File: src/rtl/imem_load_run_ctrl.sv
// imem_load_run_ctrl
// Session controller that holds the core in reset, clears its memory, streams
// host instruction words into the core's instruction memory, then releases the
// core and lets it run for a bounded (or stop-terminated) number of cycles.
// Core-facing strobes and levels are registered from the next state so they
// line up with the state they belong to.

module imem_load_run_ctrl #(
    parameter int ADDR_W = 8,
    parameter int DATA_W = 32,
    parameter int CNT_W  = 16
) (
    input  logic              clk,
    input  logic              reset_n,
    input  logic              start,
    input  logic [ADDR_W:0]   word_count,
    input  logic [CNT_W-1:0]  run_cycles,
    input  logic              stop,
    input  logic              s_valid,
    input  logic [DATA_W-1:0] s_data,
    output logic              s_ready,
    output logic              instruction_write,
    output logic [ADDR_W-1:0] instruction_addr,
    output logic [DATA_W-1:0] instruction_data,
    output logic              core_reset_n,
    output logic              mem_reset_n,
    output logic              run_pc,
    output logic              busy,
    output logic              done,
    output logic              aborted
);

    typedef enum logic [2:0] {
        ST_IDLE    = 3'd0,
        ST_CLEAR   = 3'd1,
        ST_LOAD    = 3'd2,
        ST_RELEASE = 3'd3,
        ST_RUN     = 3'd4,
        ST_FINISH  = 3'd5
    } state_t;

    state_t              state_q, state_d;
    logic [ADDR_W:0]     wc_q, wc_d;
    logic [CNT_W-1:0]    rc_q, rc_d;
    logic [ADDR_W-1:0]   idx_q, idx_d;
    logic [CNT_W-1:0]    cnt_q, cnt_d;

    logic                wr_q, wr_d;
    logic [ADDR_W-1:0]   addr_q, addr_d;
    logic [DATA_W-1:0]   data_q, data_d;
    logic                core_rst_n_q, core_rst_n_d;
    logic                mem_rst_n_q, mem_rst_n_d;
    logic                run_pc_q, run_pc_d;
    logic                done_q, done_d;
    logic                aborted_q, aborted_d;

    logic                start_ok_s;
    logic                beat_s;
    logic                last_beat_s;

    // Legal word counts are 1..2^ADDR_W; anything else leaves the block idle.
    assign start_ok_s  = (word_count != {(ADDR_W+1){1'b0}}) &&
                         (!word_count[ADDR_W] || (word_count[ADDR_W-1:0] == {ADDR_W{1'b0}}));
    // A stop in LOAD wins over a simultaneous beat, so the beat is dropped.
    assign beat_s      = (state_q == ST_LOAD) && s_valid && !stop;
    assign last_beat_s = ({1'b0, idx_q} == (wc_q - (ADDR_W+1)'(1)));

    assign s_ready = (state_q == ST_LOAD);
    assign busy    = (state_q != ST_IDLE);

    // Session sequencing: next-state decode.
    always_comb begin
        state_d = state_q;
        case (state_q)
            ST_IDLE: begin
                if (start && start_ok_s) begin
                    state_d = ST_CLEAR;
                end else begin
                    state_d = ST_IDLE;
                end
            end
            ST_CLEAR: begin
                state_d = ST_LOAD;
            end
            ST_LOAD: begin
                if (stop) begin
                    state_d = ST_IDLE;
                end else if (beat_s && last_beat_s) begin
                    state_d = ST_RELEASE;
                end else begin
                    state_d = ST_LOAD;
                end
            end
            ST_RELEASE: begin
                state_d = ST_RUN;
            end
            ST_RUN: begin
                if (stop) begin
                    state_d = ST_FINISH;
                end else if (cnt_q == CNT_W'(1)) begin
                    state_d = ST_FINISH;
                end else begin
                    state_d = ST_RUN;
                end
            end
            ST_FINISH: begin
                state_d = ST_IDLE;
            end
            default: begin
                state_d = ST_IDLE;
            end
        endcase
    end

    // Datapath next values: session parameters, word index, run counter, write port and core controls.
    always_comb begin
        wc_d         = wc_q;
        rc_d         = rc_q;
        idx_d        = idx_q;
        cnt_d        = cnt_q;
        wr_d         = beat_s;
        addr_d       = addr_q;
        data_d       = data_q;
        core_rst_n_d = 1'b0;
        mem_rst_n_d  = 1'b1;
        run_pc_d     = 1'b0;
        done_d       = 1'b0;
        aborted_d    = (state_q == ST_LOAD) && stop;

        if ((state_q == ST_IDLE) && start && start_ok_s) begin
            wc_d = word_count;
            rc_d = run_cycles;
        end else begin
            wc_d = wc_q;
            rc_d = rc_q;
        end

        // Index restarts in CLEAR and holds on the final beat so it never wraps.
        if (state_q == ST_CLEAR) begin
            idx_d = {ADDR_W{1'b0}};
        end else if (beat_s && !last_beat_s) begin
            idx_d = idx_q + ADDR_W'(1);
        end else begin
            idx_d = idx_q;
        end

        if (beat_s) begin
            addr_d = idx_q;
            data_d = s_data;
        end else begin
            addr_d = addr_q;
            data_d = data_q;
        end

        // RUN is only ever entered from RELEASE, so the count loads there;
        // a zero count parks at zero and only stop ends the run.
        if (state_q == ST_RELEASE) begin
            cnt_d = rc_q;
        end else if ((state_q == ST_RUN) && (cnt_q != {CNT_W{1'b0}})) begin
            cnt_d = cnt_q - CNT_W'(1);
        end else begin
            cnt_d = cnt_q;
        end

        case (state_d)
            ST_IDLE: begin
                core_rst_n_d = 1'b0;
                mem_rst_n_d  = 1'b1;
            end
            ST_CLEAR: begin
                core_rst_n_d = 1'b0;
                mem_rst_n_d  = 1'b0;
            end
            ST_LOAD: begin
                core_rst_n_d = 1'b0;
                mem_rst_n_d  = 1'b1;
            end
            ST_RELEASE: begin
                core_rst_n_d = 1'b1;
                mem_rst_n_d  = 1'b1;
            end
            ST_RUN: begin
                core_rst_n_d = 1'b1;
                mem_rst_n_d  = 1'b1;
                run_pc_d     = 1'b1;
            end
            ST_FINISH: begin
                core_rst_n_d = 1'b1;
                mem_rst_n_d  = 1'b1;
                done_d       = 1'b1;
            end
            default: begin
                core_rst_n_d = 1'b0;
                mem_rst_n_d  = 1'b1;
            end
        endcase
    end

    // State and registered-output update; reset abandons any session silently.
    always_ff @(posedge clk or negedge reset_n) begin
        if (!reset_n) begin
            state_q      <= ST_IDLE;
            wc_q         <= {(ADDR_W+1){1'b0}};
            rc_q         <= {CNT_W{1'b0}};
            idx_q        <= {ADDR_W{1'b0}};
            cnt_q        <= {CNT_W{1'b0}};
            wr_q         <= 1'b0;
            addr_q       <= {ADDR_W{1'b0}};
            data_q       <= {DATA_W{1'b0}};
            core_rst_n_q <= 1'b0;
            mem_rst_n_q  <= 1'b0;
            run_pc_q     <= 1'b0;
            done_q       <= 1'b0;
            aborted_q    <= 1'b0;
        end else begin
            state_q      <= state_d;
            wc_q         <= wc_d;
            rc_q         <= rc_d;
            idx_q        <= idx_d;
            cnt_q        <= cnt_d;
            wr_q         <= wr_d;
            addr_q       <= addr_d;
            data_q       <= data_d;
            core_rst_n_q <= core_rst_n_d;
            mem_rst_n_q  <= mem_rst_n_d;
            run_pc_q     <= run_pc_d;
            done_q       <= done_d;
            aborted_q    <= aborted_d;
        end
    end

    assign instruction_write = wr_q;
    assign instruction_addr  = addr_q;
    assign instruction_data  = data_q;
    assign core_reset_n      = core_rst_n_q;
    assign mem_reset_n       = mem_rst_n_q;
    assign run_pc            = run_pc_q;
    assign done              = done_q;
    assign aborted           = aborted_q;

endmodule
File: config.mk
export PLATFORM = sky130hd
export DESIGN_NAME = imem_load_run_ctrl
export DESIGN_NICKNAME = d
export VERILOG_FILES = /design/src/rtl/imem_load_run_ctrl.sv
export SDC_FILE = /design/constraint.sdc
export NUM_CORES = 1
export LEC_CHECK = 0
export CAP_MARGIN = 20
export CORE_MARGIN = 3
export CORE_UTILIZATION = 35
export DETAILED_ROUTE_END_ITERATION = 10
export PLACE_DENSITY_LB_ADDON = 0.05
export SETUP_SLACK_MARGIN = 0.4
export SLEW_MARGIN = 0
export SYNTH_ARGS = -nofsm -noshare
export SYNTH_HDL_FRONTEND = slang
export SYNTH_SLANG_ARGS = --single-unit
File: constraint.sdc
create_clock -name clk -period 2.32 [get_ports clk]
set_input_delay 0.464 -clock clk [delete_from_list [all_inputs] [get_ports clk]]
set_output_delay 0.464 -clock clk [all_outputs]
set_load 0.02 [all_outputs]
After elaboration in Yosys (flattened, before gate mapping)

Cells that the tools add are included.

Flip-flop bits (word level): 98
Input bits: 62
Word-level logic and storage cells: 62

$add $sub $neg: 3
Eq/ne operators: 10
Mux-type cells: 14
Reduce and logical (&&, ||, !) cells: 22

Operators with widths:

| kind                  | count |
|---|---|
| $mux 16               | 2 |
| $eq 16x1->1 const B   | 1 |
| $mux 8                | 2 |
| $reduce_bool 16->1    | 1 |
| $sub 16x1->16 const B | 1 |
| $pmux 3 s5            | 1 |
| $logic_and 1x1->1     | 10 |
| $eq 3x2->1 const B    | 3 |
| $eq 3x3->1 const B    | 3 |
| $eq 8x9->1            | 1 |
| $reduce_bool 9->1     | 1 |
| $sub 9x1->9 const B   | 1 |
| $add 8x1->8 const B   | 1 |
| $logic_not 8->1       | 1 |
| $mux 1                | 8 |
| $eq 3x1->1 const B    | 2 |
| $reduce_bool 2->1     | 2 |
| $logic_not 1->1       | 3 |
| $logic_not 3->1       | 1 |
| $reduce_bool 3->1     | 1 |
| $reduce_or 3->1       | 1 |
| $mux 2                | 1 |
| $logic_or 1x1->1      | 1 |

Longest topological paths before layout

Gate-level depths: netlist of the first run.

Depth in word-level cells: 10
Mapped depth: 9
Gate-level depth less buffers: 8

Worst setup path after synthesis of the first run

No wires, ideal clock.

Kind: reg-to-reg
Start: register wc_q[2]
End: register idx_q[1]
Library setup time: 0.120 ns
Arrival: 2.446 ns
Slack: -0.245 ns
Cell stages (with the launch flop): 8
Path buffers: 1
Path through: dfrtp_1 -> or4_4 -> or3_1 -> a211o_1 -> a2111oi_4 -> buf_6 -> nor3b_1 -> a31o_1

Word-level cells in the longest chain between the ends: 5

RTL lines:

| item                        | RTL line | text |
|---|---|---|
| from (decl)                 | 43       | `logic [ADDR_W:0] wc_q, wc_d;` |
| from (signal assigned)      | 203      | `wc_q <= {(ADDR_W+1){1'b0}};` |
| from (signal assigned)      | 217      | `wc_q <= wc_d;` |
| $sub 9x1->9                 | 66       | `assign last_beat_s = ({1'b0, idx_q} == (wc_q - (ADDR_W+1)'(1)));` |
| $eq 8x9->1                  | 66       |  |
| $logic_not 1->1             | 141      | `end else if (beat_s && !last_beat_s) begin` |
| $logic_and 1x1->1           | 141      |  |
| $reduce_bool 2->1 (no line) | --       |  |
| to (signal assigned)        | 205      | `idx_q <= {ADDR_W{1'b0}};` |
| to (signal assigned)        | 219      | `idx_q <= idx_d;` |
| to (decl)                   | 45       | `logic [ADDR_W-1:0] idx_q, idx_d;` |

Every way passes these cells.
A chain may end at the register's enable or synchronous reset.

Worst setup path in the final report of the first run

Start: register wc_q[5]
End: register run_pc_q, in the netlist run_pc

Word-level cells in the longest chain between the ends: 8

RTL lines:

| item                 | RTL line | text |
|---|---|---|
| $sub 9x1->9          | 66       |  |
| $eq 8x9->1           | 66       |  |
| $logic_and 1x1->1    | 88       | `end else if (beat_s && last_beat_s) begin` |
| $mux 1               | 88       |  |
| $mux 2               | 86       | `if (stop) begin` |
| $pmux 3 s5           | 74       | `case (state_q)` |
| $eq 3x3->1           | 165      | `case (state_d)` |
| $mux 1               | 165      |  |
| named net run_pc_d   | 53       | `logic run_pc_q, run_pc_d;` |
| to (signal assigned) | 226      | `run_pc_q <= run_pc_d;` |
| to (decl)            | 53       |  |

The timed path passes the listed nets, and every way through them passes these cells.

==> flow_metrics.tcl, run 1 <==
set metrics [dict create \
    slowest_stage "or4_4" \
    ys_warn_count 0 \
    cpPeakStageDelay_ns 0.53 \
    slew_headroom_pct 63.34 \
    drive_above_1_share_pct 24.09 \
    slew_viol_final 0 \
    syn_to_final_growth_pct 50.16 \
    yosys.cell_count.top_type "nand2_1" \
    grt_max_degree 38 \
    met1_length_um 5027 \
    routed.top_layer "met4" \
    dieHeight_um 118.2 \
    met2_length_um 5876 \
    synth_common_cells "nand2_1 (145), dfrtp_1 (98), mux2_2 (24)" \
    drt_iter0_drc 167 \
    synth_largest_area_cell "dfrtp_1" \
    fmaxAchievable_mhz 397.9 \
    rsz0062_at_grt "yes" \
    ff2ff_setup_slack_ns -0.19 \
    pre_cts_ws_ns -0.2152 \
    critical_path_class "register to register" \
    violations "setup timing" \
    io_pins 110 \
    syn_avg_cell_area_um2 9.917 \
    synth_nets 510 \
    start_util_pct 36.20 \
    setup_viol 11 \
    cts.sinks 98 \
    wirelength_um 11550 \
    yosysSeqAreaShare_pct 55.70 \
    crit_path_end_kind "register" \
    fin_crit_sh_pct 108.3 \
    place_congestion 0.7676 \
    r2r-end "run_pc" \
    die_area_um2 13960 \
    drc 0 \
    clock_skew_ns 0.004238 \
    core_um2 12160 \
    start_kind "register" \
    arrival_ns 2.75 \
    synth_cell_types 49 \
    path_clk_slew_ns 0.06 \
    synth.top_cell.area_share_pct 55.70 \
    p_leak_nw 2.971 \
    max_slew.worst_pin.slew_ns 0.5483 \
    grt_pass1_wl_um 19150 \
    antenna_cells 0 \
    r2r-start "wc_q[5]" \
    crit_family "simple AND/OR/NAND/NOR gates" \
    hp-class "input pin to async pin" \
    fin_setup_tns_ns -1.555 \
    ant_nets 0 \
    r2r_cells 8 \
    route.met3.wl_um 348 \
    viasPerCell 4.838 \
    grt_pass1_vias 3788 \
    p_per_area_nw_per_um2 1217 \
    fin_crit_ns 2.513 \
    portBuffers 109 \
    cts_tree "built" \
    grt_usage_pct 16.98 \
    timing.final.ws_setup_ns -0.1934 \
    synth_area_leaders "dfrtp_1 (56%), nand2_1 (12%), mux2_2 (6.1%)" \
    cts_max_path_buffers 2 \
    required_ns 2.56 \
    clock_latency_ns 0.34 \
    critical_path_buf_inv_count 2 \
    num_vias 3725 \
    path_max_fanout 5 \
    synth_edf_count 0 \
    holdBufCountCts 0 \
    synthFlopType "dfrtp_1" \
    ys_async_sr_fraction_pct 100.0 \
    peakVddDrop_mv 0.5123 \
    numCtsBuffers 9 \
    first_pass_iters 4 \
    synth_cells 444 \
    cts_root_buf "clkbuf_16" \
    cts_max_level 3 \
    layout.nets 663 \
    status "finished with violations" \
    dp_hpwl_um 7920 \
    netlist_area_um2 4403 \
    drv_cap 0 \
    rows 40 \
    ys_ff_latch 98 \
    grt-ovfl-total 0 \
    wl_per_cell_um 15.00 \
    worstPathCellList "or4_4, or3_4, a211o_1, a2111oi_4, buf_6, buf_4, a21oi_2, and2_1" \
    die_x_um 118.2 \
    n_fill_cell 1116 \
    antenna_found_initial 0 \
    hold_violations 0 \
]
-- worst max-delay path by stage --
| stage | startpoint | end | slack, ns | cells after the start |
|---|---|---|---|---|
| floorplan | wc_q[3] | idx_q[1] | -0.17 | 7 |
| global placement | wc_q[5] | idx_q[0] | -0.17 | 7 |
| detailed placement | wc_q[5] | idx_q[0] | -0.22 | 7 |
| CTS | wc_q[5] | idx_q[4] | -0.17 | 8 |
| global route | wc_q[5] | idx_q[6] | -0.28 | 8 |
| finish | wc_q[5] | run_pc | -0.19 | 8 |
-- registers in the layout, indices dropped and copies added (netlist names) --
signal             cells
state_q                3
instruction_write      1
done                   1
aborted                1
cnt_q                 16
core_reset_n           1
mem_reset_n            1
instruction_data      32
instruction_addr       8
idx_q                  8
wc_q                   9
rc_q                  16
run_pc                 1
-- timing repair --
item	4_1_cts	5_1_grt
pin swaps	10	13
buffers inserted	6	8
gates cloned	2	1
resized for setup	48	35
endpoints found under the setup margin	48	90
-- power by group --
group / internal (mW) / switching [mW] / total, mW / leakage, nW
Clock: 0.922 / 0.625 / 1.55 / 0.159
Sequential: 2.43 / 0.518 / 2.94 / 1.24
Combinational: 1.82 / 1.74 / 3.56 / 1.58
Total: 5.17 / 2.88 / 8.05 / 2.97
-- cells in the final DEF, fill, tap and decap left out, types with 4 or more instances in the layout --
cell / n
ha_1: 4
o21ai_1: 6
a21oi_1: 13
dfrtp_1: 95
mux2_2: 23
or4_4: 5
xnor2_1: 5
or3_4: 5
xor2_1: 4
nor3_1: 4
nor2_1: 14
buf_4: 39
buf_6: 8
o211ai_1: 8
clkdlybuf4s50_1: 98
nand3_2: 4
o31ai_1: 4
clkbuf_16: 9
nand4_1: 4
inv_1: 9
buf_12: 4
and2_1: 4
nand2_1: 144
o311ai_0: 4
-- cells by family (layout without fill, tap and decap cells) --
| family | after synthesis | after routing | synth area share, % |
|---|---|---|---|
| buffers and inverters | 26 | 184 | 2.472 |
| DFF | 98 | 98 | 55.70 |
| and+or+nand+nor | 217 | 217 | 21.97 |
| xor gates and xnor gates | 10 | 10 | 1.989 |
| muxes | 26 | 26 | 6.593 |
| adders and majority gates | 4 | 4 | 1.137 |
| AOI/OAI and AO/OA | 63 | 63 | 10.15 |
-- per-layer routing --
layer,global-route usage (%),vias to the layer above
met5,0,-
met4,7.253,0
met3,3.206,21
met2,28.72,64
met1,21.24,1809
li1,-,1831
-- final cells by class --
cell class              instances  area, µm²  share of cell area [%]
flip-flops and latches         98       2456                   37.15
multi-input cells             320       2049                   31.00
repair buffers                158       1543                   23.33
clock buffers                  12      266.5                   4.031
well taps                     168      210.2                   3.179
clock inverters                 4      48.80                  0.7381
inverters                      10      37.54                  0.5678
-- through the flow --
| step | hold slack, ns | std cells | instance area (µm²) | total power, mW | utilization [%] |
|---|---|---|---|---|---|
| after floorplan | 0.1684 | 444 | 4474 | 4.718 | - |
| after global placement | 0.4571 | 737 | 5947 | 6.106 | 48.90 |
| after detailed placement | 0.4622 | 737 | 5947 | 6.204 | 48.90 |
| after CTS | 0.09503 | 761 | 6434 | 7.971 | 52.90 |
| after global routing | 0.1179 | 770 | 6611 | 8.599 | 54.36 |
| final | 0.08839 | 770 | 6611 | 8.048 | 54.36 |
Note: power is estimated with default switching activity, not from simulation.
==> run 2: changes to the inputs <==
--- a/config.mk
+++ b/config.mk
@@ -6,6 +6,7 @@
 export NUM_CORES = 1
 export LEC_CHECK = 0
 export CAP_MARGIN = 20
+export CORE_ASPECT_RATIO = 0.75
 export CORE_MARGIN = 3
 export CORE_UTILIZATION = 35
 export DETAILED_ROUTE_END_ITERATION = 10
==> flow_metrics.tcl, run 2 (synthesized netlist as in run 1, its figures left out) <==
set metrics [dict create \
    status "finished with violations" \
    violations "setup timing" \
    post-route-cell-area_um2 6513 \
    ff2ff_setup_slack_ns -0.18 \
    final_common_cell "nand2_1" \
    grt_usage_pct 17.22 \
    fmaxAchievable_mhz 399.2 \
    dieHeight_um 103.1 \
    grt-ovfl-total 0 \
    ant_nets 0 \
    whs_ns 0.1073 \
    dp.cells 728 \
    slew_headroom_pct 47.31 \
    cpPeakStageDelay_ns 0.54 \
    required_ns 2.58 \
    fin_setup_tns_ns -1.253 \
    path_max_fanout 8 \
    max_slew.worst_pin.slew_ns 0.7903 \
    io_pins 110 \
    start_kind "register" \
    timing.final.ws_setup_ns -0.1847 \
    antenna_cells 0 \
    finalPower_mw 7.995 \
    grt_pass1_wl_um 18930 \
    first_pass_iters 4 \
    post-route-util_pct 54.48 \
    path_clk_slew_ns 0.07 \
    fin_crit_ns 2.505 \
    dpl_cell_area_um2 5944 \
    start_util_pct 36.83 \
    met2_length_um 4973 \
    peakVddDrop_mv 0.5544 \
    syn_to_final_growth_pct 47.91 \
    n_fill_cell 1093 \
    cts_tree "built" \
    cts_root_buf "clkbuf_16" \
    antenna_found_initial 0 \
    mostFrequentLayoutCells "nand2_1 (143), clkdlybuf4s50_1 (98), dfrtp_1 (96)" \
    met1_length_um 5722 \
    rsz0062_at_grt "yes" \
    routed.top_layer "met4" \
    die_area_um2 13980 \
    numCtsBuffers 9 \
    layout.nets 656 \
    critical_path_class "register to register" \
    drive_above_1_share_pct 21.72 \
    p_leak_nw 2.919 \
    setup_viol 11 \
    wirelength_um 11630 \
    route.met3.wl_um 812 \
    r2r-end "idx_q[0]" \
    cts.sinks 98 \
    num_vias 3674 \
    worstPathCellList "or4_4, or3_4, a211o_1, a2111oi_4, buf_6, nand2b_4, mux2i_1" \
    multiInputGateArea_um2 2052 \
    dp_hpwl_um 7827 \
    place_congestion 0.7709 \
    cts_max_level 3 \
    p_per_area_nw_per_um2 1228 \
    slew_viol_final 0 \
    grt_max_degree 47 \
    largest_reg_flops 32 \
    core_um2 11950 \
    viasPerCell 4.860 \
    regArea_um2 2455 \
    grt_pass1_vias 3695 \
    cts_max_path_buffers 2 \
    slowest_stage "or4_4" \
    drv_cap 0 \
    drt_iter0_drc 200 \
    crit_path_end_kind "register" \
    clock_latency_ns 0.34 \
    r2r_cells 7 \
    arrival_ns 2.77 \
    hold_violations 0 \
    fin_crit_sh_pct 108.0 \
    final_cells 756 \
    portBuffers 109 \
    wl_per_cell_um 15.38 \
    pre_cts_ws_ns -0.2192 \
    hp-class "input pin to async pin" \
    r2r-start "wc_q[5]" \
    holdBufCountCts 0 \
    rows 34 \
    die_x_um 135.5 \
    clock_skew_ns 0.007330 \
    drc 0 \
]
[run 2: cell count changes in the layout (fill, tap and decap cells not counted), sizes merged]
| cell | before | now |
|---|---|---|
| buf | 56 | 46 |
| clkinvlp | 0 | 1 |
| clkbuf | 14 | 13 |
| clkdlybuf4s15 | 1 | 2 |
| dlygate4sd2 | 1 | 2 |
[run 2: final cells by class]
class / count / area share (%)
sequential: 98 / 37.69
clock inverter: 5 / 0.8646
tap: 162 / 3.112
clock buffer: 10 / 3.516
multi-input combinational: 320 / 31.51
inverter: 10 / 0.5764
timing repair buffer: 151 / 22.73
[run 2: what timing repair did]
| action | CTS | global route |
|---|---|---|
| endpoints found under the setup margin | 51 | 53 |
| gates resized for setup | 41 | 29 |
| hold endpoints to repair | 0 | 0 |
| pin swaps | 13 | 13 |
| setup buffers | 7 | 3 |
| gates cloned | 3 | 0 |
[run 2: how the worst max path moves through the flow]
stage          startpoint        to  slack, ns  cells after the start
2_1_floorplan     wc_q[3]  idx_q[1]      -0.17                      7
3_3_place_gp      wc_q[5]  idx_q[0]      -0.15                      7
3_5_place_dp      wc_q[5]  idx_q[0]      -0.22                      7
4_1_cts           wc_q[5]  idx_q[0]      -0.18                      7
5_1_grt           wc_q[5]  idx_q[0]      -0.28                      7
6_report          wc_q[5]  idx_q[0]      -0.18                      7
[run 2: routing by layer]
metal | GRT usage [%] | up-vias
met5 | 0 | -
met4 | 4.105 | 0
met3 | 6.195 | 12
met2 | 24.46 | 88
met1 | 25.07 | 1755
li1 | - | 1819
[run 2: report_power, final]
group | internal (mW) | leakage [nW] | switching, mW
clock | 0.829 | 0.138 | 0.639
sequential | 2.42 | 1.24 | 0.533
combinational | 1.81 | 1.54 | 1.76
[run 2: critical path: cells and delay by family, from the launching register on]
family,cells,cell delay [ns]
buf+inv,1,0.19
simple gates,3,1.01
compound gates,2,0.68
flops,1,0.38
mux,1,0.17
==> run 3: changes to the inputs <==
--- a/config.mk
+++ b/config.mk
@@ -6,7 +6,6 @@
 export NUM_CORES = 1
 export LEC_CHECK = 0
 export CAP_MARGIN = 20
-export CORE_ASPECT_RATIO = 0.75
 export CORE_MARGIN = 3
 export CORE_UTILIZATION = 35
 export DETAILED_ROUTE_END_ITERATION = 10
==> results of run 3 <==
Final layout, timing and power as in run 1 (identical DEF).
